--- src/rtl/lotr_pkg.sv ---
// Shared types and defaults for the Ring Controller (RC) ring datapath.
package lotr_pkg;

    // Owner of the outgoing ring slot. This type is shared with the C2F and F2C buffers.
    typedef enum logic [1:0] {
        RING_FORWARD = 2'd0,
        C2F_REQUEST  = 2'd1,
        F2C_RESPONSE = 2'd2
    } t_winner;

    // Ring transaction opcodes.
    typedef enum logic [2:0] {
        NOP    = 3'd0,
        RD     = 3'd1,
        WR     = 3'd2,
        RD_RSP = 3'd3,
        WR_RSP = 3'd4
    } t_opcode;

    // Default number of C2F reads that may be outstanding at once.
    localparam int RD_CREDITS_DFLT   = 4;
    // Default number of consecutive blocked cycles before a source is starving.
    localparam int STARVE_LIMIT_DFLT = 15;

endpackage

--- src/rtl/rc_wait_cnt.sv ---
// Saturating count of consecutive cycles that a local source has waited for the ring slot.
module rc_wait_cnt #(
    parameter int LIMIT = 15
) (
    input  logic                         QClk,
    input  logic                         RstQnnnL,
    input  logic                         Valid,
    input  logic                         Grant,
    output logic [$clog2(LIMIT+1)-1:0]   Count,
    output logic                         AtLimit
);

    localparam int                W       = $clog2(LIMIT + 1);
    localparam logic [W-1:0]      CNT_MAX = W'(LIMIT);

    assign AtLimit = (Count == CNT_MAX);

    // Count blocked cycles, hold at LIMIT, and restart when the source is served or withdraws.
    always_ff @(posedge QClk or negedge RstQnnnL) begin
        // NOTE: state flops use non-blocking assignments so that every flop samples
        // pre-edge values. A blocking assignment here would create ordering races.
        if (!RstQnnnL) begin
            Count <= '0;
        end else if (!Valid || Grant) begin
            Count <= '0;
        end else if (!AtLimit) begin
            Count <= Count + 1'b1;
        end
    end

endmodule

--- src/rtl/rc_ring_out_arb.sv ---
// Ring-output slot arbiter. It selects between ring forward, C2F requests and F2C
// responses. It applies a read-credit limit on C2F reads and round-robin fairness
// with starvation override between the two local sources.
module rc_ring_out_arb
    import lotr_pkg::*;
#(
    parameter int RD_CREDITS   = RD_CREDITS_DFLT,
    parameter int STARVE_LIMIT = STARVE_LIMIT_DFLT
) (
    input  logic        QClk,
    input  logic        RstQnnnL,
    input  logic [7:0]  CoreID,
    input  logic        RingFwdValidQ501H,
    input  logic        F2C_RspValidQ501H,
    input  logic        C2F_ReqValidQ501H,
    input  t_opcode     C2F_ReqOpcodeQ501H,
    input  logic        RingRspInValidQ501H,
    input  t_opcode     RingRspInOpcodeQ501H,
    input  logic [9:0]  RingRspInRequestorQ501H,
    output t_winner     SelRingReqOutQ501H,
    output logic        C2F_GrantQ501H,
    output logic        F2C_GrantQ501H,
    output logic [3:0]  C2F_RdCreditsQnnnH,
    output logic        StarveQnnnH,
    output logic        CreditErrQnnnH
);

    localparam int               CNT_W    = $clog2(STARVE_LIMIT + 1);
    localparam logic [CNT_W-1:0] CNT_MAX  = CNT_W'(STARVE_LIMIT);
    localparam logic [3:0]       CRED_MAX = 4'(RD_CREDITS);

    logic [3:0]       credits;
    logic             last_c2f;      // 1: the most recent local grant went to C2F
    logic             cred_err;
    logic             f2c_elig;
    logic             c2f_elig;
    logic             f2c_at_limit;
    logic             c2f_at_limit;
    logic [CNT_W-1:0] f2c_cnt;
    logic [CNT_W-1:0] c2f_cnt;
    logic             rd_take;
    logic             cred_ret;
    logic             unused_thread;

    // The thread bits of the requestor do not affect credit ownership.
    assign unused_thread = ^RingRspInRequestorQ501H[1:0];

    // A C2F read is eligible only while a credit is available. Writes are always eligible.
    assign f2c_elig = F2C_RspValidQ501H;
    assign c2f_elig = C2F_ReqValidQ501H &&
                      ((C2F_ReqOpcodeQ501H != RD) || (credits != 4'd0));

    // Slot winner: ring forward first, then a lone eligible source, then a starving
    // source, then round-robin. The select is held at forward while reset is asserted.
    always_comb begin
        // NOTE: the default assignment covers every path through this block, so no latch is inferred.
        SelRingReqOutQ501H = RING_FORWARD;
        if (RstQnnnL && !RingFwdValidQ501H) begin
            if (f2c_elig && c2f_elig) begin
                if (f2c_at_limit && !c2f_at_limit) begin
                    SelRingReqOutQ501H = F2C_RESPONSE;
                end else if (c2f_at_limit && !f2c_at_limit) begin
                    SelRingReqOutQ501H = C2F_REQUEST;
                end else begin
                    SelRingReqOutQ501H = last_c2f ? F2C_RESPONSE : C2F_REQUEST;
                end
            end else if (f2c_elig) begin
                SelRingReqOutQ501H = F2C_RESPONSE;
            end else if (c2f_elig) begin
                SelRingReqOutQ501H = C2F_REQUEST;
            end
        end
    end

    assign C2F_GrantQ501H = (SelRingReqOutQ501H == C2F_REQUEST);
    assign F2C_GrantQ501H = (SelRingReqOutQ501H == F2C_RESPONSE);

    assign rd_take  = C2F_GrantQ501H && (C2F_ReqOpcodeQ501H == RD);
    assign cred_ret = RingRspInValidQ501H && (RingRspInOpcodeQ501H == RD_RSP) &&
                      (RingRspInRequestorQ501H[9:2] == CoreID);

    // Round-robin pointer. It moves only on local grants, so forward cycles keep the order.
    always_ff @(posedge QClk or negedge RstQnnnL) begin
        if (!RstQnnnL) begin
            last_c2f <= 1'b1;
        end else if (C2F_GrantQ501H) begin
            last_c2f <= 1'b1;
        end else if (F2C_GrantQ501H) begin
            last_c2f <= 1'b0;
        end
    end

    // Read-credit pool. A simultaneous take and return cancel out. A return into a full pool
    // is held at the maximum and flagged.
    always_ff @(posedge QClk or negedge RstQnnnL) begin
        if (!RstQnnnL) begin
            credits  <= CRED_MAX;
            cred_err <= 1'b0;
        end else if (cred_ret && !rd_take) begin
            if (credits == CRED_MAX) begin
                cred_err <= 1'b1;
            end else begin
                credits <= credits + 4'd1;
            end
        end else if (rd_take && !cred_ret) begin
            credits <= credits - 4'd1;
        end
    end

    rc_wait_cnt #(.LIMIT(STARVE_LIMIT)) u_f2c_wait (
        .QClk    (QClk),
        .RstQnnnL(RstQnnnL),
        .Valid   (F2C_RspValidQ501H),
        .Grant   (F2C_GrantQ501H),
        .Count   (f2c_cnt),
        .AtLimit (f2c_at_limit)
    );

    // A C2F read that is blocked on zero credits still counts as waiting.
    rc_wait_cnt #(.LIMIT(STARVE_LIMIT)) u_c2f_wait (
        .QClk    (QClk),
        .RstQnnnL(RstQnnnL),
        .Valid   (C2F_ReqValidQ501H),
        .Grant   (C2F_GrantQ501H),
        .Count   (c2f_cnt),
        .AtLimit (c2f_at_limit)
    );

    assign C2F_RdCreditsQnnnH = credits;
    assign CreditErrQnnnH     = cred_err;
    assign StarveQnnnH        = (f2c_cnt == CNT_MAX) || (c2f_cnt == CNT_MAX);

endmodule

--- config.mk ---
export PLATFORM = sky130hd
export DESIGN_NAME = rc_ring_out_arb
export DESIGN_NICKNAME = d
export VERILOG_FILES = /design/src/rtl/lotr_pkg.sv /design/src/rtl/rc_wait_cnt.sv /design/src/rtl/rc_ring_out_arb.sv
export SDC_FILE = /design/constraint.sdc
export NUM_CORES = 1
export LEC_CHECK = 0
export CORE_ASPECT_RATIO = 0.7
export CORE_MARGIN = 4
export CORE_UTILIZATION = 37
export DETAILED_ROUTE_END_ITERATION = 6
export GPL_TIMING_DRIVEN = 0
export MAX_ROUTING_LAYER = met4
export PLACE_DENSITY = 0.74
export SLEW_MARGIN = 20
export SYNTH_ARGS = -nofsm -noshare
export SYNTH_HDL_FRONTEND = slang
export SYNTH_SLANG_ARGS = --single-unit
--- constraint.sdc ---
create_clock -name QClk -period 3.2 [get_ports QClk]
set_input_delay 0.8 -clock QClk [delete_from_list [all_inputs] [get_ports QClk]]
set_output_delay 0.8 -clock QClk [all_outputs]
set_load 0.005 [all_outputs]
Word level (Yosys, flattened, before mapping):

Index checks and enable logic that the tools add are counted.
Widths: inputs -> output; s select.

* add/sub/neg operators: 4
* equal/unequal tests: 12
* mux-type cells: 16
* reduce and logical (&&, ||, !) cells: 26

Operators with widths (count)
* $mux 4: 7
* $add 4x1->4 const B: 3
* $mux 2: 6
* $logic_and 1x1->1: 10
* $eq 4x4->1 const B: 2
* $eq 8x8->1: 1
* $logic_not 1->1: 7
* $eq 4x3->1 const B: 1
* $logic_or 1x1->1: 4
* $ne 2x1->1 const B: 2
* $reduce_and 2->1: 2
* $reduce_bool 2->1: 2
* $reduce_bool 4->1: 1
* $sub 4x1->4 const B: 1
* $eq 3x1->1 const B: 1
* $eq 3x2->1 const B: 1
* $mux 1: 3
* $ne 3x1->1 const B: 1
* $eq 2x1->1 const B: 1
* $eq 2x2->1 const B: 1
* $ne 2x2->1 const B: 1

* flip-flop bits (word level): 14
* input bits: 30
* word-level logic and storage cells: 63

Longest topological paths before layout:

Gate-level depths: netlist of run 1.

* depth after elaboration: 13
* gate-level depth with buffers: 15
* mapped depth without buffers: 15

Modules after synthesis:

A second synthesis of run 1 with hierarchy kept.

* cells, all modules: 123
* area total of the unflattened synthesis: 1158.6 um^2

Modules (own cells, without submodules)
* rc_ring_out_arb: instances 1, cells each 83, area each 698.2 um^2, sequential area each 152.6 um^2
* rc_wait_cnt: instances 2, cells each 20, area each 230.2 um^2, sequential area each 100.1 um^2

Worst setup path after synthesis of run 1:

OpenSTA, ideal clock, no wires.

* path kind: reg-to-reg
* start: reg u_f2c_wait.Count[0]
* end: reg credits[3] (netlist: C2F_RdCreditsQnnnH[3])
* library setup time: 0.126 ns
* data arrival time: 3.101 ns
* required time: 3.074 ns
* slack: -0.027 ns
* stages on the path, launching flop included: 16
* buffers on the path: 0
* path through: dfrtp_1 -> ha_1 -> nand3_1 -> inv_1 -> maj3_1 -> a211o_1 -> inv_1 -> ha_1 -> nand4bb_1 -> nand2b_1 -> ha_1 -> a21o_1 -> a211oi_1 -> xnor2_1 -> nand2_1 -> o31a_2

* longest elaborated chain between the ends: 13

Ends and longest elaborated chain
* from (decl): RTL line rc_wait_cnt.sv:9 `output logic [$clog2(LIMIT+1)-1:0] Count,`
* from (signal assigned): RTL line rc_wait_cnt.sv:27 `Count <= Count + 1'b1;`
* $eq 4x4->1 (*): RTL line rc_wait_cnt.sv:16 `assign AtLimit = (Count == CNT_MAX);`
* $logic_not 1->1
* $logic_and 1x1->1: RTL line rc_ring_out_arb.sv:62 `end else if (c2f_at_limit && !f2c_at_limit) begin`
* $mux 2: RTL line rc_ring_out_arb.sv:62
* $mux 2 (*): RTL line rc_ring_out_arb.sv:60 `if (f2c_at_limit && !c2f_at_limit) begin`
* $mux 2 (*): RTL line rc_ring_out_arb.sv:59 `if (f2c_elig && c2f_elig) begin`
* $mux 2 (*): RTL line rc_ring_out_arb.sv:58 `if (RstQnnnL && !RingFwdValidQ501H) begin`
* net SelRingReqOutQ501H[0]: RTL line rc_ring_out_arb.sv:20 `output t_winner SelRingReqOutQ501H,`
* $eq 2x1->1 (*): RTL line rc_ring_out_arb.sv:75 `assign C2F_GrantQ501H = (SelRingReqOutQ501H == C2F_REQUEST);`
* net C2F_GrantQ501H: RTL line rc_ring_out_arb.sv:21 `output logic C2F_GrantQ501H,`
* $logic_and 1x1->1 (*): RTL line rc_ring_out_arb.sv:78 `assign rd_take = C2F_GrantQ501H && (C2F_ReqOpcodeQ501H == RD);`
* $logic_not 1->1: RTL line rc_ring_out_arb.sv:99 `end else if (cred_ret && !rd_take) begin`
* $logic_and 1x1->1: RTL line rc_ring_out_arb.sv:99
* $ne 2x2->1 (no line) / $reduce_bool 2->1 (equally long branches)
* $reduce_and 2->1 (no line)
* to (signal assigned): RTL line rc_ring_out_arb.sv:103 `credits <= credits + 4'd1;`
* to (signal assigned): RTL line rc_ring_out_arb.sv:106 `credits <= credits - 4'd1;`
* to (decl): RTL line rc_ring_out_arb.sv:32 `logic [3:0] credits;`

The timed path passes the listed nets; every way through them passes the cells marked *.
A chain may end at the register's enable or synchronous reset.

Worst setup path in the final report of run 1:

* start: in C2F_ReqValidQ501H
* end: out F2C_GrantQ501H

* longest elaborated chain between the ends: 6

Ends and longest elaborated chain
* from (decl): RTL line rc_ring_out_arb.sv:15 `input logic C2F_ReqValidQ501H,`
* $logic_and 1x1->1 (*): RTL line rc_ring_out_arb.sv:50 `assign c2f_elig = C2F_ReqValidQ501H &&`
* $mux 1: RTL line rc_ring_out_arb.sv:69 `end else if (c2f_elig) begin`
* $mux 2: RTL line rc_ring_out_arb.sv:67 `end else if (f2c_elig) begin`
* $mux 2 (*): RTL line rc_ring_out_arb.sv:59
* $mux 2 (*): RTL line rc_ring_out_arb.sv:58
* $eq 2x2->1 (*): RTL line rc_ring_out_arb.sv:76 `assign F2C_GrantQ501H = (SelRingReqOutQ501H == F2C_RESPONSE);`
* to (decl): RTL line rc_ring_out_arb.sv:22 `output logic F2C_GrantQ501H,`

Mark *: on every way between the ends. The rest lies on a longest branch, timed or not.

==> results by group, run 1 <==
Outcome
  • Outcome: finished, final reports clean

Yosys
  • Dominant cells by area after synthesis: dfrtp_1, ha_1, xor2_1
  • Top_reg_cell synth: dfrtp_1
  • Mapped Nets: roughly 130
  • Warnings, synthesis: 0
  • Avg Cell Area, Syn: 9.674 um2
  • Cells after Synth: 97
  • Synth unique cells: 34
  • Post-synth top area share: 0.3200
  • Sequential share of the synthesized area: 0.3760
  • Most frequent cell after synthesis: dfrtp_1
  • Ys async rst share: 1.000
  • Commonest cells post-synth: dfrtp_1, nor2_1, nand2_1, xor2_1
  • Post-Syn Area: around 940 um2
  • Flops & latches, synth: 14
  • Post-synth EDFFs: 0
  • Synth area leader: dfrtp_1

Clock tree
  • CTS Buffer Depth: 2
  • Clk_lat worst skew: 0.29 ns
  • CTS tree: yes
  • Num CTS Buffers: 3
  • CTS root buffer: clkbuf_4
  • CTS Hold Buffers Added: 0
  • Clock Pin Slew Worst Setup and Hold Paths: roughly 0.1 ns
  • Clock Sinks: 14
  • H-tree Lvls: 1

Placement
  • DP Area: between 0.001 and 0.0015 mm2
  • Port Buf Inserts: 37
  • Place WS: -0.8759 ns
  • HPWL after DPL: around 1900 um
  • Placed Cells: between 150 and 200
  • Placer Congestion: roughly 0.80

Global routing
  • Total gr overflow: 0
  • Total track usage: 0.1643
  • Antenna violations before repair: 0
  • First-pass GRT wire length: just over 4000 um
  • Largest net degree at the start of global routing: 17
  • Vias in the first global route: 900

Worst setup path
  • R2R Setup Slk: about 0.14 ns
  • R2R depth: 15
  • Reg2reg end: C2F_RdCreditsQnnnH[3]
  • Startpoint class of the critical path: input pin
  • Crit path kind: in -> out
  • Worst path arrival time: 2.29 ns
  • Crit. End Element: primary output
  • Crit Reg-Reg Startpoint: u_f2c_wait.Count[1]
  • WP data required: between 2 and 2.5 ns
  • Worst Path Max Fanout: 2

Timing
  • Sum Neg Setup Slack: 0 ns
  • Final Max Tran Viols: 0
  • Fmax: between 0.3 and 0.4 GHz
  • Worst slew pin tran: approximately 0.41 ns
  • Final setup vio count: 0
  • RSZ-0062 raised after global routing: false
  • Max_slew headroom: 0.7242
  • Final worst-path cycle share: 0.9669
  • Worst Slack Setup Final: between 0.1 and 0.15 ns
  • Final Hold Viols: 0
  • Hold WS: roughly 0.51 ns
  • Final clock skew: between 0.007 and 0.008 ns
  • Fin crit period: between 3 and 4 ns

Min path
  • Worst min-delay path category: in -> async

Finish
  • Synth-to-layout area growth: 66.13%
  • Antenna cells: 0
  • Util after Layout: 0.6846
  • Final #Nets: roughly 180
  • Share of cells above drive strength 1: 0.2222
  • Design Area, Final: 0.001559 mm2
  • Post-route non-filler standard cell count: 176
  • FILL cells: between 150 and 200

Routing
  • Vias per inst: 5.074
  • Antenna viol nets, final: 0
  • DR vias: between 800 and 900
  • Post-Route WL: between 2000 and 3000 um
  • Wirelength per Cell: between 10 and 15 um
  • DRC viols: 0
  • Iteration-0 DRC Markers: 28
  • First-pass detailed-route iteration total: 4

Power
  • Maximum VDD drop: ~0.23 mV
  • Leakage Power: 0.7116 nW
  • Design Power: approximately 0.61 mW
  • Cell area power density: 389.1 mW/mm2

Run
  • Max-cap violation count: 0

Floorplan
  • Die Width: just under 70 um
  • CORE AREA: around 0.0023 mm2
  • Starting Density: 0.4121
  • Die area: 0.003419 mm2
  • I/O pin count: 40
  • Row Count: 14
  • Die height: around 50 um
[worst max-delay path: stages]
cell             delay, ns
clkdlybuf4s50_1       0.51
o21ai_2               0.08
o211ai_1              0.31
inv_1                 0.13
ha_2                  0.19
dlygate4sd2_1         0.27
[layout make-up]
class | count | area [um2] | share of cell area
clock buffer | 4 | 36.28 | 0.02327
sequential | 14 | 354.1 | 0.2271
inverter | 5 | 18.77 | 0.01204
multi-input combinational | 78 | 686.9 | 0.4406
tap | 32 | 40.04 | 0.02568
timing repair buffer | 43 | 422.9 | 0.2713
[power breakdown]
| group | total [mW] | internal (mW) | switching, mW | leakage [nW] |
|---|---|---|---|---|
| sequential | 0.246 | 0.206 | 0.0401 | 0.177 |
| combinational | 0.228 | 0.140 | 0.0876 | 0.513 |
| clock | 0.133 | 0.0693 | 0.0639 | 0.0210 |
[metal layers]
layer | track usage | wire length, um | vias to the layer above
met4 | 0.04950 | 10 | 0
met2 | 0.2704 | 1384 | 21
li1 | - | - | 436
met3 | 0.04688 | 99 | 2
met5 | - | 0 | -
met1 | 0.1936 | 1121 | 434
[what timing repair did]
action | in CTS | in global routing
gates resized for setup | 14 | 17
pin swaps | 0 | 7
buffers inserted | 4 | 2
endpoints found under the setup margin | 7 | 6
endpoints found under the hold margin | 0 | 0
[worst max path at each step]
stage | startpoint | endpoint | slack [ns] | cells after the start
final | C2F_ReqValidQ501H | F2C_GrantQ501H | 0.11 | 6
after global routing | u_f2c_wait.Count[1] | C2F_RdCreditsQnnnH[3] | 0.004 | 15
after CTS | C2F_ReqOpcodeQ501H[0] | C2F_RdCreditsQnnnH[3] | -0.09 | 14
after detailed placement | RstQnnnL | C2F_RdCreditsQnnnH[3] | -0.88 | 13
after global placement | RstQnnnL | C2F_RdCreditsQnnnH[3] | -0.85 | 13
after floorplan | u_c2f_wait.Count[0] | C2F_RdCreditsQnnnH[3] | 0.01 | 14
[kinds of logic after synthesis]
| group | count (synthesis) | share of synthesized area |
|---|---|---|
| buffers and inverters | 5 | 0.02000 |
| xor gates and xnor gates | 13 | 0.1213 |
| adders and majority gates | 8 | 0.1120 |
| and+or+nand+nor | 37 | 0.1987 |
| DFF | 14 | 0.3760 |
| muxes | 5 | 0.05600 |
| AOI/OAI and AO/OA | 15 | 0.1160 |
[cells in the final DEF (no fill, tap or decap), drive strengths merged, types with 2 or more instances in the layout]
cell type	synthesis	layout
ha	6	6
nand2b	4	4
xnor2	6	6
clkbuf	0	4
mux2i	3	3
inv	5	5
clkdlybuf4s50	0	29
nor3	5	5
nor2	10	10
a31oi	2	2
xor2	7	7
mux2	2	2
a211oi	3	3
dfrtp	12	12
dlygate4sd2	0	3
nand2	7	7
dfstp	2	2
dlymetal6s2s	0	4
buf	0	6
nand3	4	4
[registers in the layout, summed over array words and instances, names as in the netlist]
register / cells
C2F_RdCreditsQnnnH: 4
last_c2f: 1
u_f2c_wait.Count: 4
u_c2f_wait.Count: 4
CreditErrQnnnH: 1
No activity file was read; power rests on OpenSTA's default activity.
==> inputs of run 2 (changes only) <==
--- a/config.mk
+++ b/config.mk
@@ -16,3 +16,4 @@
 export SYNTH_ARGS = -nofsm -noshare
 export SYNTH_HDL_FRONTEND = slang
 export SYNTH_SLANG_ARGS = --single-unit
+export TNS_END_PERCENT = 100
==> results of run 2 <==
Final layout, timing and power as in run 1 (identical DEF).
==> inputs of run 3 (changes only) <==
--- a/config.mk
+++ b/config.mk
@@ -6,7 +6,7 @@
 export NUM_CORES = 1
 export LEC_CHECK = 0
 export CORE_ASPECT_RATIO = 0.7
-export CORE_MARGIN = 4
+export CORE_MARGIN = 8
 export CORE_UTILIZATION = 37
 export DETAILED_ROUTE_END_ITERATION = 6
 export GPL_TIMING_DRIVEN = 0
==> run 3 against run 2 <==
  * Power increased by 0.61%
  * Critical path type is now reg -> out
  * Clock-buffer cell count is the same
  * Largest cell class unchanged
  * Flip-flop and latch count unchanged
  * Fmax shrank 1.1%
  * Via count up 2.4%
  * Worst hold slack got worse by 0.020 ns
  * First-iteration DRC count rose to 2.6 times the previous value
  * Non-clock buffer count up 5
  * Wire length grew 8.0%
  * Setup slack worse by 0.036 ns
  * Largest power group unchanged
  * Sequential share of layout area down 0.13 points
==> results by group, run 3 (synthesis results as in run 1) <==
Outcome
  • Outcome: finished, final reports clean

Floorplan
  • Row Count: 15
  • Starting Density: 0.3846
  • Die height: between 50 and 60 um
  • Die Width: about 76 um
  • I/O pin count: 40
  • CORE AREA: 0.002440 mm2
  • Die area: ~0.0044 mm2

Power
  • Comb pwr share: 0.393
  • Design Power: roughly 0.6 mW
  • Sequential Power Share: 0.394
  • Switching pwr: ~0.19 mW
  • Clock share of power: 0.214
  • Sw frac: 0.3167
  • Cell area power density: roughly 400 mW/mm2
  • Leakage Power: 0.7170 nW
  • Maximum VDD drop: around 0.22 mV
  • Internal power: roughly 0.42 mW

Finish
  • Final #Nets: between 150 and 200
  • Antenna cells: 0
  • Synth-to-layout area growth: 66.53%
  • Most frequent cells in the layout: clkdlybuf4s50_1, dfrtp_1, buf_4
  • Design Area, Final: 0.001563 mm2
  • Share of cells above drive strength 1: 0.2349
  • Most common cell after layout, fill and taps aside: clkdlybuf4s50_1

Routing
  • DR WL met3: around 130 um
  • Wirelength per Cell: 15.43 um
  • Top layer in use: met4
  • Iteration-0 DRC Markers: 73
  • Met2 WL: 1402 um
  • Antenna viol nets, final: 0
  • Met1 WL: approximately 1200 um
  • First-pass detailed-route iteration total: 4
  • Post-Route WL: 2824 um
  • DRC viols: 0
  • DR vias: 914
  • Vias per inst: roughly 5

Timing
  • Final Hold Viols: 0
  • Worst Slack Setup Final: just over 0.07 ns
  • Final worst-path cycle share: 0.9780
  • Hold WS: 0.4948 ns
  • Final Max Tran Viols: 0
  • Fin crit period: approximately 3.1 ns
  • Worst slew pin tran: 0.3954 ns
  • Fmax: about 0.32 GHz
  • Final setup vio count: 0
  • Final clock skew: about 0.0060 ns
  • Max_slew headroom: 0.7364

Clock tree
  • CTS Buffer Depth: 2
  • CTS root buffer: clkbuf_4
  • Clk_lat worst skew: approximately 0.29 ns
  • Clock Pin Slew Worst Setup and Hold Paths: approximately 0.08 ns
  • CTS tree: yes
  • Clock Sinks: 14
  • CTS Hold Buffers Added: 0
  • H-tree Lvls: 1
  • Num CTS Buffers: 3

Worst setup path
  • Crit. End Element: primary output
  • CP delay by family, top: adder cells
  • CP Buf/Inv Count: 4
  • Crit path kind: reg -> out
  • Startpoint class of the critical path: register
  • WP data required: approximately 2.4 ns
  • Worst Path Max Fanout: 4
  • Slowest stage delay, CP: just under 0.4 ns
  • CP cell instances: ha_2 > nand3_2 > inv_1 > maj3_2 > o211ai_1 > inv_1 > buf_4 > ha_1 > dlygate4sd2_1
  • Worst path arrival time: approximately 2.3 ns
  • CP max stage cell: dfrtp_1
  • Top cell by count, worst path: inv_1

Placement
  • Port Buf Inserts: 37
  • DP Area: roughly 0.0014 mm2
  • Placer Congestion: ~0.87
  • HPWL after DPL: about 2100 um
  • Place WS: -0.9646 ns

Global routing
  • Vias in the first global route: slightly below 1000
  • Antenna violations before repair: 0
  • First-pass GRT wire length: 4595 um
  • Total gr overflow: 0
  • Largest net degree at the start of global routing: 17
  • Total track usage: 0.1317

Min path
  • Worst min-delay path category: reg -> reg

Run
  • Max-cap violation count: 0
## run 3: cell count changes in the layout (fill, tap and decap cells not counted), sizes merged
cell,before,now
buf,6,11
dlygate4sd2,3,6
dlymetal6s2s,4,1
## run 3: path summary, 6_finish.rpt
path                                     startpoint                    end  slack, ns  cells after the start
worst max-delay path            u_f2c_wait.Count[0]         F2C_GrantQ501H       0.07                      9
worst min-delay path                 CreditErrQnnnH         CreditErrQnnnH       0.49                      1
worst max register to register  u_f2c_wait.Count[0]  C2F_RdCreditsQnnnH[3]       0.13                     14
worst min register to register       CreditErrQnnnH         CreditErrQnnnH       0.49                      1
max in group asynchronous                  RstQnnnL               last_c2f       2.37                      1
min in group asynchronous                  RstQnnnL    u_c2f_wait.Count[1]       0.51                      1
## run 3: per-layer routing
layer | up-vias | track usage
li1 | 448 | -
met1 | 433 | 0.1514
met2 | 24 | 0.2141
met3 | 9 | 0.04167
met4 | 0 | 0.04632
met5 | - | -
## run 3: stage by stage
step | util | setup TNS [ns] | instances
floorplan | - | 0 | 97
global placement | 0.5559 | -3.219 | 168
detailed placement | 0.5559 | -3.766 | 168
CTS | 0.6297 | 0 | 181
global route | 0.6405 | -0.03289 | 183
finish | 0.6405 | 0 | 183
## run 3: timing repair
item / CTS / global route
gates resized for setup: 24 / 3
buffers inserted: 9 / 2
hold endpoints to repair: 0 / 0
pin swaps: 6 / 3
setup endpoints to repair: 7 / 3
## run 3: power groups by stage
stage / combinational (mW) / sequential, mW / clock, mW
after floorplan: 0.102 / 0.238 / 0
after global placement: 0.193 / 0.241 / 0
after detailed placement: 0.201 / 0.243 / 0
after CTS: 0.235 / 0.240 / 0.135
after global routing: 0.262 / 0.246 / 0.143
final: 0.240 / 0.240 / 0.130
## run 3: final cells by class
type                    count  area [um2]
flip-flops and latches     14       352.8
fillers                   193       877.1
well taps                  34       42.54
repair buffers             48       449.2
clock buffers               4       36.28
multi-input cells          78       663.1
inverters                   5       18.77
